===== src/rtl/psr_stack.sv =====
// Program status register with a LIFO shadow stack.
// Captures ALU flags, loads a flag value directly, and saves/restores the
// flag vector on push/pop for interrupt entry/return and call/ret.
module psr_stack #(
  parameter  int DATA_W = 32,
  parameter  int DEPTH  = 4,
  localparam int CNT_W  = $clog2(DEPTH + 1)
) (
  input  logic              clk,
  input  logic              rst,
  input  logic              upd_en,
  input  logic [DATA_W-1:0] res,
  input  logic              carry,
  input  logic              ovf,
  input  logic              ld_en,
  input  logic [6:0]        ld_val,
  input  logic              push,
  input  logic              pop,
  output logic [6:0]        program_status,
  output logic [CNT_W-1:0]  depth_cnt,
  output logic              stk_full,
  output logic              stk_empty,
  output logic              stk_err
);

  localparam int               PTR_W   = (DEPTH > 1) ? $clog2(DEPTH) : 1;
  localparam logic [CNT_W-1:0] DEPTH_C = CNT_W'(DEPTH);
  localparam logic [CNT_W-1:0] ONE_C   = CNT_W'(1);

  logic [6:0]       stack [DEPTH];
  logic [6:0]       alu_flags;
  logic [6:0]       psr_nxt;
  logic [CNT_W-1:0] depth_nxt;
  logic [PTR_W-1:0] wr_ptr;
  logic [PTR_W-1:0] rd_ptr;
  logic             is_full;
  logic             is_empty;
  logic             do_push;
  logic             do_pop;
  logic             err_evt;

  // Decode stack legality from the registered depth; conflicting or
  // out-of-range requests are dropped and flagged.
  always_comb begin
    is_full  = (depth_cnt == DEPTH_C);
    is_empty = (depth_cnt == '0);
    do_push  = push & ~pop & ~is_full;
    do_pop   = pop & ~push & ~is_empty;
    err_evt  = (push & pop) | (push & is_full) | (pop & is_empty);
    wr_ptr   = depth_cnt[PTR_W-1:0];
    rd_ptr   = PTR_W'(depth_cnt - ONE_C);
  end

  // Flag vector derived from the ALU result, bit 0 upward:
  // odd parity, even, zero, positive, carry, negative, overflow.
  always_comb begin
    alu_flags = {ovf,
                 res[DATA_W-1],
                 carry,
                 ~res[DATA_W-1] & (|res),
                 ~(|res),
                 ~res[0],
                 ^res};
  end

  // Next PSR and depth: a restoring pop beats a direct load, which beats
  // an ALU capture. A push saves the pre-edge PSR, so it never blocks an
  // update in the same cycle.
  always_comb begin
    psr_nxt   = program_status;
    depth_nxt = depth_cnt;
    if (do_pop) begin
      psr_nxt = stack[rd_ptr];
    end else if (ld_en) begin
      psr_nxt = ld_val;
    end else if (upd_en) begin
      psr_nxt = alu_flags;
    end
    if (do_push) begin
      depth_nxt = depth_cnt + ONE_C;
    end else if (do_pop) begin
      depth_nxt = depth_cnt - ONE_C;
    end
  end

  // Registered PSR, depth, full/empty and sticky error.
  always_ff @(posedge clk) begin
    if (rst) begin
      program_status <= 7'b0000000;
      depth_cnt      <= '0;
      stk_full       <= 1'b0;
      stk_empty      <= 1'b1;
      stk_err        <= 1'b0;
    end else begin
      program_status <= psr_nxt;
      depth_cnt      <= depth_nxt;
      stk_full       <= (depth_nxt == DEPTH_C);
      stk_empty      <= (depth_nxt == '0);
      if (err_evt) begin
        stk_err <= 1'b1;
      end
    end
  end

  // Stack storage has no reset; entries above depth_cnt are never read.
  always_ff @(posedge clk) begin
    if (!rst && do_push) begin
      stack[wr_ptr] <= program_status;
    end
  end

endmodule


===== config.mk =====
export PLATFORM = sky130hd
export DESIGN_NAME = psr_stack
export DESIGN_NICKNAME = d
export VERILOG_FILES = /design/src/rtl/psr_stack.sv
export SDC_FILE = /design/constraint.sdc
export NUM_CORES = 1
export LEC_CHECK = 0
export BUFFER_PORTS_ARGS = -buffer_cell sky130_fd_sc_hd__buf_4
export CELL_PAD_IN_SITES_DETAIL_PLACEMENT = 0
export CELL_PAD_IN_SITES_GLOBAL_PLACEMENT = 1
export CORE_ASPECT_RATIO = 1.2
export CORE_MARGIN = 1
export CORE_UTILIZATION = 44
export DETAILED_ROUTE_END_ITERATION = 7
export PLACE_DENSITY = 0.86
export SKIP_CTS_REPAIR_TIMING = 1
export SLEW_MARGIN = 0
export SYNTH_ARGS = -nofsm -noshare
export SYNTH_HDL_FRONTEND = slang
export SYNTH_SLANG_ARGS = --single-unit

===== constraint.sdc =====
create_clock -name clk -period 4.4 [get_ports clk]
set_clock_uncertainty 0.2 [all_clocks]
set_input_delay 0.22 -clock clk [delete_from_list [all_inputs] [get_ports clk]]
set_output_delay 0.22 -clock clk [all_outputs]
set_load 0.02 [all_outputs]

==> results.txt <==
Routed Wire Length - 4538 um
Overflow after GRT - 0
Syn Nets - 266
min cycle time layout - 2874 ps
diode count - 0
Yosys reg bits - 41
Tot Pwr - 1.256 mW
Hold/Removal Path Class - in2reg
Die W - 68.41 um
PD cells - 431.5 nW/um^2
Post-Route Setup TNS - 0 ps
global router's overall resource usage - 17.85%
Slew Viols, Final - 0
Hold Slack - 10.19 ps
Ys Warns - 0
actual slew at the worst max-slew pin - 676.7 ps
CTS Buf Count - 5
DRT iter0 DRCs - 85
Residual DRC - 0
initial antenna violation count - 0
clk_lat worst skew - 290 ps
Seq/Total Area, Yosys - 47.29%
DP Wirelength - 3630 um
Peak VDD IR - 0.2116 mV
post-synth design cell area - 2328 um^2
Mean Syn Cell Area - 11.76 um^2
Unique masters post-synth - 41
IO Pins - 60
layout cells sized above 1 - 33.72%
critical path data arrival time - 2890 ps
die area - 5588 um^2
post-synth top area share - 36.11%
Worst EP required - 4420 ps
final setup fails - 0
unrepaired setup endpoints after global routing - false
crit-path max FO - 15
asr flop ratio synth - 0%
most frequent cells after synthesis - inv_1, edfxtp_1, ha_1
Core Util, Final - 58.09%
vias in the first global route - 1590
clock root buffer - clkbuf_8
max-cap violations - 0
clock buffer depth - 2
Layout Cells excl Fill - 318
Vias - 1611
# nets final - 325
largest net degree at the start of global routing - 17
Post-Synthesis Cells - 198
Slew HR - 54.83%
Clock Pin Slew Worst Setup and Hold Paths - 80 ps
CTS tree - built
global-route wire length before repair - 7224 um
Vert. Die Dim - 81.69 um
crit path capture type - flop
core box area - 5010 um^2
routability cong. - 0.8129
most frequent cell after synthesis - inv_1
final hold viol count - 0
Leak - 1.287 nW
CTS sink cnt - 41
CTS HTree Levels - 2
Cells after DPL - 310
drt pass-1 iters - 4
fin crit share - 65.32%
FMAX - 0.3479 GHz
largest cells by area after synthesis - edfxtp_1, ha_1, dfxtp_1
Initial Util - 46.48%
largest area contributor in the netlist - edfxtp_1
Port Buf Inserts - 59
Synth Flop Type - edfxtp_1
element type at the critical path start - flop
row cnt - 28
status - finished clean
remaining antenna violation count - 0
WL/cell - 14.27 um
Post-synth EDFFs - 28
Area Overhead vs Synth - 24.99%
Crit Path Category - reg2reg
via/cell ratio - 5.066
==> flip-flops by register name, summed over array words and instances, names as in the netlist <==
signal and cells:
stack 28, program_status 7, depth_cnt 3, stk_empty 1
stk_err 1, stk_full 1
==> worst paths after layout <==
| check | slack, ps | end | depth (start not counted) | startpoint |
|---|---|---|---|---|
| hold reg to reg | 300 | stk_err | 2 | stk_err |
| hold / removal | 10 | program_status[2] | 2 | rst |
| setup reg to reg | 1530 | stk_full | 7 | depth_cnt[0] |
| setup / recovery | 1530 | stk_full | 7 | depth_cnt[0] |
==> placed cells by master (no fill, tap or decap), drive strengths merged, types with 2 or more instances in the layout <==
| cell type | count |
|---|---|
| a21oi | 9 |
| nor2 | 7 |
| inv | 35 |
| a211oi | 3 |
| buf | 59 |
| nand4 | 4 |
| clkbuf | 6 |
| edfxtp | 28 |
| nor3 | 2 |
| nand2 | 13 |
| xnor2 | 14 |
| and2 | 4 |
| xor2 | 3 |
| mux4 | 7 |
| o211ai | 7 |
| ha | 21 |
| mux2i | 3 |
| dfxtp | 13 |
| nor3b | 2 |
==> metrics by stage <==
| stage | worst slack, ps | cell area [um^2] |
|---|---|---|
| CTS | 1521 | 2910 |
| global route | 1272 | 2910 |
| detailed placement | 1528 | 2803 |
| floorplan | 1936 | 2328 |
| finish | 1526 | 2910 |
| global placement | 1602 | 2803 |
==> cell families after synthesis <==
logic type	share of synthesized area, %
XOR/XNOR	6.395
buffers and inverters	7.630
flip-flops	47.29
multiplexers	8.544
AO/OA/AOI/OAI	9.672
adder cells (fa/ha/maj)	11.28
AND/OR/NAND/NOR	9.188
==> layer usage <==
metal / vias up / GRT usage (%) / routed length [um]
met5: - / 0 / 0
met4: 0 / 7.083 / 97
met3: 8 / 3.750 / 204
met2: 50 / 31.08 / 2307
met1: 749 / 20.92 / 1928
li1: 804 / - / -
==> layout make-up <==
type / count / area [um^2]
clock buffers: 6 / 72.57
clock inverters: 2 / 35.03
fillers: 450 / 2100
inverters: 35 / 133.9
multi-input cells: 115 / 1050
flip-flops and latches: 41 / 1101
well taps: 60 / 75.07
repair buffers: 59 / 442.9
==> worst max-delay path, stage by stage, from the launching register on <==
cell      delay (ps)
dfxtp_1          760
inv_1            220
ha_1             340
nand2b_4         100
nand3_1          480
mux2i_1          330
a22o_1           190
nor3b_1          170
==> where the power goes <==
| part | leakage (nW) | switching, mW | internal (mW) | total [mW] |
|---|---|---|---|---|
| Sequential | 0.365 | 0.0493 | 0.460 | 0.509 |
| Clock | 0.0552 | 0.126 | 0.168 | 0.294 |
| Combinational | 0.866 | 0.225 | 0.227 | 0.453 |
| Total | 1.29 | 0.401 | 0.855 | 1.26 |
No activity file was read; power rests on OpenSTA's default activity.
